### src/rtl/spi_pkg.sv
// Shared definitions for the SPI command sequencer.
//   seq_state_t : sequencer FSM states (IDLE=0 .. GAP=4)
//   cmd_width   : width of a queued command word {rw, addr, data},
//                 with rw at the MSB, then addr, then data in the LSBs.
package spi_pkg;

  typedef enum logic [2:0] {
    IDLE  = 3'd0,
    LOAD  = 3'd1,
    ISSUE = 3'd2,
    WAIT  = 3'd3,
    GAP   = 3'd4
  } seq_state_t;

  function automatic int unsigned cmd_width(input int unsigned aw, input int unsigned dw);
    return 1 + aw + dw;
  endfunction

endpackage

### src/rtl/spi_cmd_fifo.sv
// Synchronous FIFO with registered read data.
//   clk, rst : clock, asynchronous active-high reset
//   push     : write wr_data (ignored when full)
//   pop      : load rd_data from the head on the next edge (ignored when empty)
//   full, empty, count : occupancy, count ranges 0..DEPTH
// DEPTH must be a power of two so the pointers wrap naturally.
module spi_cmd_fifo #(
  parameter int unsigned WIDTH = 24,
  parameter int unsigned DEPTH = 16
) (
  input  logic                     clk,
  input  logic                     rst,
  input  logic                     push,
  input  logic                     pop,
  input  logic [WIDTH-1:0]         wr_data,
  output logic [WIDTH-1:0]         rd_data,
  output logic                     full,
  output logic                     empty,
  output logic [$clog2(DEPTH):0]   count
);

  localparam int unsigned PW = $clog2(DEPTH);

  logic [WIDTH-1:0] mem [DEPTH];
  logic [PW-1:0]    wr_ptr;
  logic [PW-1:0]    rd_ptr;
  logic             do_push;
  logic             do_pop;

  assign full    = (count == (PW+1)'(DEPTH));
  assign empty   = (count == '0);
  assign do_push = push && !full;
  assign do_pop  = pop && !empty;

  always_ff @(posedge clk) begin
    if (do_push) begin
      mem[wr_ptr] <= wr_data;
    end
  end

  always_ff @(posedge clk or posedge rst) begin
    if (rst) begin
      wr_ptr  <= '0;
      rd_ptr  <= '0;
      count   <= '0;
      rd_data <= '0;
    end else begin
      if (do_push) begin
        wr_ptr <= wr_ptr + 1'b1;
      end
      if (do_pop) begin
        rd_ptr  <= rd_ptr + 1'b1;
        rd_data <= mem[rd_ptr];
      end
      case ({do_push, do_pop})
        2'b10:   count <= count + 1'b1;
        2'b01:   count <= count - 1'b1;
        default: count <= count;
      endcase
    end
  end

endmodule

### src/rtl/spi_cmd_seq.sv
// Command queue and sequencer in front of the SPI master.
// User logic pushes {rw, addr, data} commands (i_cmd_*, o_cmd_ready); the
// sequencer issues them one at a time as single-cycle o_spi_wr_evt /
// o_spi_rd_evt pulses with o_spi_addr / o_spi_wr_data held until the
// master reports i_spi_done_evt. Reads return o_rsp_valid/addr/data/err,
// writes pulse o_wr_done. A transaction without done within TIMEOUT_CYC
// cycles is aborted and latches o_timeout_flag. GAP_CYC idle cycles are
// inserted after every completion. o_busy covers queued or active work.
module spi_cmd_seq
  import spi_pkg::*;
#(
  parameter int unsigned AWIDTH      = 15,
  parameter int unsigned DWIDTH      = 8,
  parameter int unsigned FIFO_DEPTH  = 16,
  parameter int unsigned GAP_CYC     = 8,
  parameter logic [31:0] TIMEOUT_CYC = 32'd20000
) (
  input  logic              user_clk,
  input  logic              user_rst,
  input  logic              i_cmd_valid,
  output logic              o_cmd_ready,
  input  logic              i_cmd_rw,
  input  logic [AWIDTH-1:0] i_cmd_addr,
  input  logic [DWIDTH-1:0] i_cmd_data,
  output logic              o_rsp_valid,
  output logic [AWIDTH-1:0] o_rsp_addr,
  output logic [DWIDTH-1:0] o_rsp_data,
  output logic              o_rsp_err,
  output logic              o_wr_done,
  output logic              o_busy,
  output logic              o_timeout_flag,
  output logic              o_spi_rd_evt,
  output logic              o_spi_wr_evt,
  output logic [AWIDTH-1:0] o_spi_addr,
  output logic [DWIDTH-1:0] o_spi_wr_data,
  input  logic              i_spi_rd_evt,
  input  logic [DWIDTH-1:0] i_spi_rd_data,
  input  logic              i_spi_done_evt
);

  localparam int unsigned CW   = cmd_width(AWIDTH, DWIDTH);
  localparam int unsigned GW   = $clog2(GAP_CYC + 1);
  localparam int unsigned CNTW = $clog2(FIFO_DEPTH) + 1;

  seq_state_t        state;
  seq_state_t        state_next;

  logic [CW-1:0]     fifo_wr;
  logic [CW-1:0]     fifo_rd;
  logic              fifo_push;
  logic              fifo_pop;
  logic              fifo_full;
  logic              fifo_empty;
  logic [CNTW-1:0]   fifo_count;

  logic              ready_en;
  logic              rw_q;
  logic [AWIDTH-1:0] addr_q;
  logic [DWIDTH-1:0] wr_data_q;
  logic [DWIDTH-1:0] rd_cap;
  logic              got_rd;
  logic [31:0]       tmo_cnt;
  logic [GW-1:0]     gap_cnt;
  logic              tmo_hit;
  logic              timeout_flag_q;

  // ready_en keeps o_cmd_ready low while in reset and rises one edge after
  // release; afterwards ready simply tracks the registered FIFO count.
  assign o_cmd_ready = ready_en && !fifo_full;
  assign fifo_push   = i_cmd_valid && o_cmd_ready;
  assign fifo_wr     = {i_cmd_rw, i_cmd_addr, i_cmd_data};

  spi_cmd_fifo #(
    .WIDTH (CW),
    .DEPTH (FIFO_DEPTH)
  ) u_fifo (
    .clk     (user_clk),
    .rst     (user_rst),
    .push    (fifo_push),
    .pop     (fifo_pop),
    .wr_data (fifo_wr),
    .rd_data (fifo_rd),
    .full    (fifo_full),
    .empty   (fifo_empty),
    .count   (fifo_count)
  );

  assign o_busy         = (fifo_count != '0) || (state != IDLE);
  assign o_spi_addr     = addr_q;
  assign o_spi_wr_data  = wr_data_q;
  assign o_rsp_addr     = addr_q;
  assign o_timeout_flag = timeout_flag_q;

  always_ff @(posedge user_clk or posedge user_rst) begin
    if (user_rst) begin
      state <= IDLE;
    end else begin
      state <= state_next;
    end
  end

  always_comb begin
    state_next   = state;
    fifo_pop     = 1'b0;
    o_spi_wr_evt = 1'b0;
    o_spi_rd_evt = 1'b0;
    o_rsp_valid  = 1'b0;
    o_rsp_err    = 1'b0;
    o_rsp_data   = '0;
    o_wr_done    = 1'b0;
    tmo_hit      = 1'b0;
    case (state)
      IDLE: begin
        if (!fifo_empty) begin
          fifo_pop   = 1'b1;
          state_next = LOAD;
        end
      end
      LOAD: begin
        state_next = ISSUE;
      end
      ISSUE: begin
        o_spi_wr_evt = rw_q;
        o_spi_rd_evt = !rw_q;
        state_next   = WAIT;
      end
      WAIT: begin
        // done wins over a timeout landing in the same cycle
        if (i_spi_done_evt) begin
          state_next = GAP;
          if (rw_q) begin
            o_wr_done = 1'b1;
          end else begin
            o_rsp_valid = 1'b1;
            // read data arriving with done has not been captured yet
            if (i_spi_rd_evt) begin
              o_rsp_data = i_spi_rd_data;
            end else if (got_rd) begin
              o_rsp_data = rd_cap;
            end
          end
        end else if (tmo_cnt == TIMEOUT_CYC - 32'd1) begin
          state_next = GAP;
          tmo_hit    = 1'b1;
          if (rw_q) begin
            o_wr_done = 1'b1;
          end else begin
            o_rsp_valid = 1'b1;
            o_rsp_err   = 1'b1;
          end
        end
      end
      GAP: begin
        if ((32'(gap_cnt) + 32'd1) >= GAP_CYC) begin
          state_next = IDLE;
        end
      end
      default: begin
        state_next = IDLE;
      end
    endcase
  end

  always_ff @(posedge user_clk or posedge user_rst) begin
    if (user_rst) begin
      ready_en       <= 1'b0;
      rw_q           <= 1'b0;
      addr_q         <= '0;
      wr_data_q      <= '0;
      rd_cap         <= '0;
      got_rd         <= 1'b0;
      tmo_cnt        <= '0;
      gap_cnt        <= '0;
      timeout_flag_q <= 1'b0;
    end else begin
      ready_en <= 1'b1;

      if (state == LOAD) begin
        rw_q      <= fifo_rd[CW-1];
        addr_q    <= fifo_rd[CW-2 -: AWIDTH];
        wr_data_q <= fifo_rd[DWIDTH-1:0];
      end

      if (state == ISSUE) begin
        tmo_cnt <= '0;
        got_rd  <= 1'b0;
        rd_cap  <= '0;
      end else if (state == WAIT) begin
        tmo_cnt <= tmo_cnt + 32'd1;
        if (i_spi_rd_evt) begin
          rd_cap <= i_spi_rd_data;
          got_rd <= 1'b1;
        end
      end

      if (state == GAP) begin
        gap_cnt <= gap_cnt + 1'b1;
      end else begin
        gap_cnt <= '0;
      end

      if (tmo_hit) begin
        timeout_flag_q <= 1'b1;
      end
    end
  end

endmodule
### config.mk
export PLATFORM = sky130hd
export DESIGN_NAME = spi_cmd_seq
export DESIGN_NICKNAME = d
export VERILOG_FILES = /design/src/rtl/spi_pkg.sv /design/src/rtl/spi_cmd_fifo.sv /design/src/rtl/spi_cmd_seq.sv
export SDC_FILE = /design/constraint.sdc
export NUM_CORES = 1
export LEC_CHECK = 0
export CORE_UTILIZATION = 45
export CTS_CLUSTER_DIAMETER = 50
export DETAILED_ROUTE_END_ITERATION = 10
export PLACE_DENSITY_LB_ADDON = 0.12
export SLEW_MARGIN = 20
export SYNTH_ARGS = -nofsm -noshare
export SYNTH_HDL_FRONTEND = slang
export SYNTH_SLANG_ARGS = --single-unit
export TNS_END_PERCENT = 5
### constraint.sdc
create_clock -name user_clk -period 4.1 [get_ports user_clk]
set_input_delay 0.82 -clock user_clk [delete_from_list [all_inputs] [get_ports user_clk]]
set_output_delay 0.82 -clock user_clk [all_outputs]
set_load 0.01 [all_outputs]
==> summary.md, run 1 <==
| Metric | Value |
|---|---|
| First-pass GRT wire length | `65,250 um` |
| Hold Vio Cnt, Final | `0` |
| Post-synth top area share | `0.5820` |
| I/O Pins | `91` |
| Hold WC Path Type | `reg2reg` |
| Peak VDD IR | `0.3270 mV` |
| Commonest non-fill, non-tap cell in the layout | `edfxtp_1` |
| Initial antenna violation count | `3` |
| Total die area | `44,870 um2` |
| Starting Density | `0.4579` |
| CTS sink cnt | `495` |
| Post-synth cell types | `51` |
| Total number of vias | `10,220` |
| Syn Nets | `1,172` |
| CTS Buf Count | `55` |
| Period utilization | `0.9387` |
| Largest net degree at the start of global routing | `53` |
| Ant. Diodes | `0` |
| Core Footprint | `43,270 um2` |
| WHS Path Cells | `1` |
| Clock Skews | `0.02238 ns` |
| Post-synthesis mux area share | `0.1435` |
| Worst slew margin | `0.2497` |
| Minimum clock period | `3.849 ns` |
| CTS H-Tree Depth | `2` |
| Final-layout fill cell count | `3,470` |
| Post-route non-filler standard cell count | `1,865` |
| GR Util met3 | `0.03976` |
| Number of global-route vias before repair | `10,520` |
| Status | `finished, final reports clean` |
| Setup crit end kind | `primary output` |
| Final setup violating endpoints | `0` |
| Register bit total from synthesis | `495` |
| Port bufs | `90` |
| Most frequent cells in the layout | `edfxtp_1 (384), dfrtp_1 (107), mux4_2 (96), clkdlybuf4s50_1 (90), nand2_1 (65)` |
| Cell Pwr Density | `675.7 nW/um2` |
| Arr. time, crit path | `3.03 ns` |
| Maximum clock frequency | `0.2598 GHz` |
| Die width | `211.8 um` |
| CTS Buffer Depth | `3` |
| Yosys Warn Count | `0` |
| Mean Syn Cell Area | `17.64 um2` |
| Worst Hold Launch | `o_timeout_flag$_DFFE_PP0P_` |
| Pwr Total | `15,720 uW` |
| GP Congestion | `0.8167` |
| Reg2Reg Setup Slack | `0.84 ns` |
| Area grow syn2layout | `17.45%` |
| Post-Synth Adder-Cell Area | `0.007579` |
| Slew at the pin closest to its max-slew limit | `1.115 ns` |
| MaxCap Viol Count | `0` |
| Routed WL | `43,330 um` |
| Post-Syn Instances | `1,123` |
| Post-synth EDFFs | `384` |
| Worst setup SP type | `flip-flop` |
| Global Route Usage Sum | `0.2010` |
| Xor-xnor portion of the synthesized cell area | `0.01592` |
| RSZ-0062 raised after global routing | `false` |
| Dominant synthesized flop cell | `edfxtp_1` |
| Reg2reg end | `u_fifo.count[4]$_DFFE_PP0P_` |
| Most used routing layer | `met2` |
| Sequential Area | `14,320 um2` |
| Worst-skew pair later-pin latency | `0.60 ns` |
| Fin. max-slew vios | `0` |
| Worst-path fanout max | `6` |
| Final core occ | `0.5378` |
| Crit Path Category | `reg2out` |
| CTS tree | `built` |
| R2r startpoint | `u_fifo.count[1]$_DFFE_PP0P_` |
| Fin Setup TNS | `0 ns` |
| Leak | `0.008020 uW` |
| Std cell rows | `76` |
| ANT nets after route | `0` |
| Die Y | `211.8 um` |
| Clk slew on worst S/H paths | `0.06 ns` |
| Hold Slack | `0.4609 ns` |
| Simple-gate share of the synthesized area | `0.05564` |
| Initial DRC count | `681` |
| Hold EP | `o_timeout_flag$_DFFE_PP0P_` |
| Nets | `1,283` |
| Footprint of the multi-input gates | `5115 um2` |
| CTS root buf | `clkbuf_16` |
| Worst EP required | `3.28 ns` |
| Grt total ovfl | `0` |
| Synth Area in Compound Gates | `0.03461` |
| Post-Syn Area | `19,810 um2` |
| DRT Pass-1 Iters | `5` |
| FFs w/ async S/R, synth | `0.2242` |
| Dpl hpwl | `23,710 um` |
| Residual DRC | `0` |
| WL/cell | `23.23 um` |
| M1 GR Usage | `0.2801` |
| Ranking of synthesized cells by area | `edfxtp_1 (58%), dfrtp_1 (14%), mux4_2 (11%)` |
| Main combinational cell family by area after synthesis | `multiplexers` |
| # placed instances | `1,762` |
| Layout cell share with drive strength beyond 1 | `0.2203` |
| Vias per cell | `5.480` |
| Synth area leader | `edfxtp_1` |
| Met2 usage in global routing | `0.3257` |
| Post-synthesis sequential area ratio | `0.7222` |
| Reg2Reg Depth | `11` |
cell type report:
class | count | share of cell area
Clock buffer | 68 | 0.06350
Timing Repair Buffer | 126 | 0.05194
Sequential cell | 495 | 0.6154
Tap cell | 585 | 0.03146
Inverter | 14 | 0.002366
Multi-Input combinational cell | 542 | 0.2198
Clock inverter | 35 | 0.01554
through the flow:
stage / area (um2) / setup WS, ns
floorplan: 19810 / 0.3493
global placement: 21420 / 0.7002
detailed placement: 21420 / 0.6377
CTS: 23270 / 0.2017
global route: 23270 / 0.05338
finish: 23270 / 0.2512
power breakdown:
part	total, uW	internal (uW)	switching [uW]
sequential	6590	6000	589
combinational	4190	2140	2050
clock	4940	2950	1990
cell families after synthesis:
group	Yosys count
multiplexers	158
buffers and inverters	86
AO/OA/AOI/OAI	119
adder cells (fa/ha/maj)	12
flip-flops	495
AND/OR/NAND/NOR	216
XOR/XNOR	36
other	1
synth_stat cells (14+ instances only):
library cell  instances
mux4_2               96
buf_4                15
xor2_1               21
a21oi_1              29
o22ai_1              24
xnor2_1              15
edfxtp_1            384
mux2_2               48
buf_2                19
nor2_1               49
o21ai_0              46
mux2i_1              14
nand4_1              17
dfrtp_1             111
and2_1               20
clkbuf_1             30
nand2_1              65
worst max-delay path by stage:
stage,start,endpoint,slack (ns),cells after the start
final,tmo_cnt[20]$_DFFE_PP0P_,o_rsp_valid,0.25,6
after global routing,tmo_cnt[20]$_DFFE_PP0P_,o_rsp_valid,0.05,6
after CTS,tmo_cnt[20]$_DFFE_PP0P_,o_rsp_valid,0.20,6
after detailed placement,tmo_cnt[20]$_DFFE_PP0P_,o_rsp_valid,0.64,6
after global placement,tmo_cnt[20]$_DFFE_PP0P_,o_rsp_valid,0.70,6
after floorplan,user_rst,gap_cnt[0]$_DFF_PP0_,0.35,1
metal layers:
metal  share of wire  wire length (um)
met5         0.00058                25
met4           0.017               752
met3           0.052              2238
met2            0.48             20820
met1            0.45             19480
repair_timing:
action,in CTS,in global routing
hold buffers,0,0
gates resized for setup,1,0
setup buffers,0,0
endpoints found under the setup margin,2,0
registers in the layout (all words and copies together), names as in the netlist:
| signal | count |
|---|---|
| ready_en | 1 |
| state | 3 |
| o_timeout_flag | 1 |
| u_fifo.rd_data | 24 |
| u_fifo.mem | 384 |
| rd_cap | 8 |
| rw_q | 1 |
| u_fifo.count | 5 |
| tmo_cnt | 32 |
| u_fifo.rd_ptr | 4 |
| u_fifo.wr_ptr | 4 |
| o_spi_wr_data | 8 |
| gap_cnt | 4 |
| got_rd | 1 |
| o_rsp_addr | 15 |
critical path, cell delays in order (launching register included):
cell and delay [ns]:
dfrtp_1 0.43, nor4_1 0.51, nand4_1 0.18, nor4_2 0.44, o21ai_0 0.21, nor2_1 0.13, clkdlybuf4s50_1 0.54
Note: power is estimated with default switching activity, not from simulation.
==> inputs of run 2 (changes only) <==
- CORE_ASPECT_RATIO: default -> 1.5
==> summary.md, run 2 (synthesis results as in run 1) <==
| Metric | Value |
|---|---|
| Leak | `0.007827 uW` |
| Max FFs per register | `384` |
| Routed WL | `43,310 um` |
| Total number of vias | `10,200` |
| CTS root buf | `clkbuf_16` |
| CTS sink cnt | `495` |
| Footprint of the multi-input gates | `5112 um2` |
| Maximum clock frequency | `0.2692 GHz` |
| WL/cell | `23.66 um` |
| Core Footprint | `43,170 um2` |
| Vias per cell | `5.573` |
| Worst EP required | `3.28 ns` |
| Minimum clock period | `3.714 ns` |
| Die Y | `259.0 um` |
| DP Worst Slack | `0.7426 ns` |
| Commonest non-fill, non-tap cell in the layout | `edfxtp_1` |
| Number of global-route vias before repair | `10,790` |
| Worst Setup Slack, final | `0.3856 ns` |
| Ant. Diodes | `0` |
| ANT nets after route | `0` |
| Status | `finished, final reports clean` |
| Dpl hpwl | `25,340 um` |
| Fin Setup TNS | `0 ns` |
| Peak VDD IR | `0.3567 mV` |
| Period utilization | `0.9060` |
| Clock Skews | `0.01701 ns` |
| Setup crit end kind | `primary output` |
| Most frequent cells in the layout | `edfxtp_1 (384), dfrtp_1 (107), mux4_2 (96), clkdlybuf4s50_1 (90), nand2_1 (65)` |
| Residual DRC | `0` |
| Std cell rows | `93` |
| Starting Density | `0.4589` |
| CTS tree | `built` |
| Sequential Area | `14,320 um2` |
| Clk slew on worst S/H paths | `0.06 ns` |
| Slew at the pin closest to its max-slew limit | `1.022 ns` |
| Hold WC Path Type | `reg2reg` |
| First-pass GRT wire length | `66,440 um` |
| Final setup violating endpoints | `0` |
| Fin. max-slew vios | `0` |
| Final-layout fill cell count | `3,484` |
| Initial antenna violation count | `1` |
| CTS Buffer Depth | `3` |
| Arr. time, crit path | `2.89 ns` |
| Total die area | `44,890 um2` |
| Hold Slack | `0.4710 ns` |
| Crit Path Category | `reg2out` |
| Crit path from | `tmo_cnt[7]$_DFFE_PP0P_` |
| MaxCap Viol Count | `0` |
| Die width | `173.3 um` |
| Worst-path fanout max | `5` |
| Layout cell share with drive strength beyond 1 | `0.2038` |
| Grt total ovfl | `0` |
| Cell Pwr Density | `652.5 nW/um2` |
| CTS Buf Count | `47` |
| Largest regs | `u_fifo.mem x384, tmo_cnt x32, u_fifo.rd_data x24` |
| I/O Pins | `91` |
| Worst slew margin | `0.3185` |
| Largest reg by FF count | `u_fifo.mem` |
| Nets | `1,274` |
| Largest net degree at the start of global routing | `75` |
| Hold Vio Cnt, Final | `0` |
| Area grow syn2layout | `15.41%` |
| Worst setup SP type | `flip-flop` |
| GP Congestion | `0.8169` |
| Worst Hold Launch | `o_timeout_flag$_DFFE_PP0P_` |
| CTS H-Tree Depth | `2` |
| Initial DRC count | `926` |
| RSZ-0062 raised after global routing | `false` |
| R2r startpoint | `u_fifo.count[1]$_DFFE_PP0P_` |
| Port bufs | `90` |
| DRT Pass-1 Iters | `5` |
| Global Route Usage Sum | `0.1987` |
| Worst-skew pair later-pin latency | `0.56 ns` |
-- run 2: changes by cell type in the layout (fill, tap and decap cells not counted), sizes merged --
cell,before,now
inv,18,16
clkinvlp,4,1
buf,36,35
clkinv,21,19
clkbuf,68,61
bufinv,6,2
-- run 2: path summary, 6_finish.rpt --
path	endpoint	slack, ns	cells past startpoint
min	o_timeout_flag$_DFFE_PP0P_	0.47	1
max	o_rsp_valid	0.39	6
min in group asynchronous	u_fifo.rd_ptr[3]$_DFFE_PP0P_	0.69	2
min reg2reg	o_timeout_flag$_DFFE_PP0P_	0.47	1
max in group asynchronous	o_spi_wr_data[6]$_DFFE_PP0P_	2.60	3
max reg2reg	u_fifo.count[4]$_DFFE_PP0P_	1.00	11
-- run 2: worst max-delay path: stages, from the launching register on --
cell and delay, ns:
dfrtp_1 0.45, nor4_1 0.39, nand4_1 0.16, nor4_2 0.41, o21ai_0 0.24, nor2_1 0.15
clkdlybuf4s50_1 0.54
-- run 2: timing repair --
action,in CTS,in global routing
hold buffers,0,0
resized for setup,0,1
setup endpoints to repair,0,2
setup buffers,0,0
hold endpoints to repair,0,0
-- run 2: metal layers --
| metal | track usage | part of all wire | vias up |
|---|---|---|---|
| met5 | 0 | 0.00030 | - |
| met4 | 0.05015 | 0.018 | 2 |
| met3 | 0.03017 | 0.041 | 58 |
| met2 | 0.3574 | 0.52 | 229 |
| met1 | 0.2513 | 0.42 | 5340 |
| li1 | - | - | 4575 |
-- run 2: power by group --
group | switching [uW] | total (uW) | internal [uW]
combinational | 1970 | 4110 | 2130
clock | 1820 | 4110 | 2280
sequential | 706 | 6710 | 6000
-- run 2: through the flow --
step	instance area (um2)	cells	util	power (uW)
after detailed placement	21420	1746	0.4962	11020
after global placement	21420	1746	0.4962	10980
after global routing	22860	1831	0.5296	15670
after floorplan	19810	1123	-	9469
after CTS	22860	1831	0.5295	15150
final	22860	1831	0.5296	14920
-- run 2: area by class of cell --
class,instances,share of cell area
clock buffers,61,0.05467
clock inverters,24,0.008154
inverters,14,0.002408
multi-input cells,542,0.2236
flip-flops and latches,495,0.6264
well taps,570,0.03119
repair buffers,125,0.05363
==> inputs of run 3 (changes only) <==
- SETUP_SLACK_MARGIN: default -> 0.5
==> summary.md, run 3 (synthesis results as in run 1) <==
| Metric | Value |
|---|---|
| Crit Path Category | `reg2out` |
| Commonest non-fill, non-tap cell in the layout | `edfxtp_1` |
| Most frequent cells in the layout | `edfxtp_1 (384), dfrtp_1 (107), mux4_2 (96), clkdlybuf4s50_1 (90), nand2_1 (65)` |
| Number of global-route vias before repair | `10,520` |
| Largest reg by FF count | `u_fifo.mem` |
| Initial DRC count | `609` |
| Maximum clock frequency | `0.2849 GHz` |
| MaxCap Viol Count | `0` |
| CTS Buf Count | `48` |
| Global Route Usage Sum | `0.1944` |
| Port bufs | `90` |
| Reg2Reg Setup Slack | `1.04 ns` |
| CP cell instances | `ha_1, nand4_1, nor4_4, o21ai_0, nor2_1, clkdlybuf4s50_1` |
| Largest net degree at the start of global routing | `112` |
| CTS H-Tree Depth | `2` |
| GP Congestion | `0.8218` |
| Crit path from | `tmo_cnt[0]$_DFFE_PP0P_` |
| Die Y | `259.0 um` |
| CTS sink cnt | `495` |
| Arr. time, crit path | `2.69 ns` |
| Clock Skews | `0.01842 ns` |
| Leak | `0.007854 uW` |
| R2r startpoint | `u_fifo.count[1]$_DFFE_PP0P_` |
| ANT nets after route | `0` |
| DRT Pass-1 Iters | `5` |
| CTS Buffer Depth | `3` |
| Hold Vio Cnt, Final | `0` |
| Area grow syn2layout | `15.81%` |
| Fin. max-slew vios | `0` |
| Worst slew margin | `0.2631` |
| Max FFs per register | `384` |
| WL/cell | `23.21 um` |
| CP delay by family, top | `simple AND/OR/NAND/NOR gates` |
| Std cell rows | `93` |
| Clk slew on worst S/H paths | `0.06 ns` |
| Status | `finished, final reports clean` |
| Hold Slack | `0.4708 ns` |
| CTS root buf | `clkbuf_16` |
| Worst-path fanout max | `5` |
| Period utilization | `0.8561` |
| Hold buffer count at CTS | `0` |
| Buffers & Inverters on Critical Path | `1` |
| Core Footprint | `43,170 um2` |
| Ant. Diodes | `0` |
| Nets | `1,276` |
| First-pass GRT wire length | `64,920 um` |
| Fin Setup TNS | `0 ns` |
| Starting Density | `0.4589` |
| I/O Pins | `91` |
| Total die area | `44,890 um2` |
| Die width | `173.3 um` |
| CTS tree | `built` |
| Setup crit end kind | `primary output` |
| Worst-skew pair later-pin latency | `0.57 ns` |
| Worst setup SP type | `flip-flop` |
| Routed WL | `42,560 um` |
| RSZ-0062 raised after global routing | `true` |
| # placed instances | `1,745` |
| Largest regs | `u_fifo.mem x384, tmo_cnt x32, u_fifo.rd_data x24` |
| Crit-path slowest cell | `clkdlybuf4s50_1` |
| Slew at the pin closest to its max-slew limit | `1.095 ns` |
| Residual DRC | `0` |
| Total number of vias | `10,140` |
| Dpl hpwl | `24,630 um` |
| Peak VDD IR | `0.3325 mV` |
| Vias per cell | `5.527` |
| Final core occ | `0.5315` |
| Worst EP required | `3.28 ns` |
| Max incr delay on CP | `0.54 ns` |
| Cell Pwr Density | `654.3 nW/um2` |
| Worst Hold Launch | `o_timeout_flag$_DFFE_PP0P_` |
| Layout cell share with drive strength beyond 1 | `0.2089` |
| Minimum clock period | `3.510 ns` |
| Final setup violating endpoints | `0` |
| Grt total ovfl | `0` |
| Hold WC Path Type | `reg2reg` |
| Initial antenna violation count | `0` |
| Post-route non-filler standard cell count | `1,834` |
==> run 3: changes by cell type in the layout (fill, tap and decap cells not counted), sizes merged <==
cell and change:
buf +1, bufinv -1, clkinv -6, inv +1
clkbuf +8
==> run 3: metal layers <==
metal	track usage	vias to the layer above	wire (um)	part of all wire
met3	0.02504	87	1409	0.033
li1	-	4588	-	-
met2	0.3428	238	22160	0.52
met5	0	-	0	0
met4	0.06613	0	1252	0.029
met1	0.2480	5224	17740	0.42
==> run 3: final timing paths <==
kind	to	cells after the start
setup / recovery	o_wr_done	6
hold / removal	o_timeout_flag$_DFFE_PP0P_	1
setup reg to reg	u_fifo.count[4]$_DFFE_PP0P_	11
hold reg to reg	o_timeout_flag$_DFFE_PP0P_	1
max in group asynchronous	u_fifo.rd_ptr[0]$_DFFE_PP0P_	3
min in group asynchronous	rd_cap[0]$_DFFE_PP0P_	3
==> run 3: timing repair <==
action	in CTS	in global routing
resized for setup	3	3
endpoints found under the hold margin	0	0
endpoints found under the setup margin	11	6
setup buffers	0	2
pin swaps	0	1
==> run 3: final cells by class <==
class	count	area, um2
timing repair buffer	126	1209
multi-input combinational	542	5145
inverter	14	56.30
tap	570	713.2
clock inverter	18	122.6
sequential	495	14320
clock buffer	69	1376
fill	3490	20230
==> run 3: where the power goes <==
part	switching, uW	total, uW	internal [uW]
clock	1820	4220	2400
sequential	624	6630	6000
combinational	2030	4160	2140
total	4470	15000	10500
==> run 3: stage by stage <==
| step | instance area (um2) | total power [uW] | setup WS, ns |
|---|---|---|---|
| floorplan | 19820 | 9469 | 1.164 |
| global placement | 21390 | 10960 | 0.7636 |
| detailed placement | 21390 | 11000 | 0.7212 |
| CTS | 22910 | 15250 | 0.4268 |
| global route | 22940 | 15750 | 0.4140 |
| finish | 22940 | 15010 | 0.5901 |
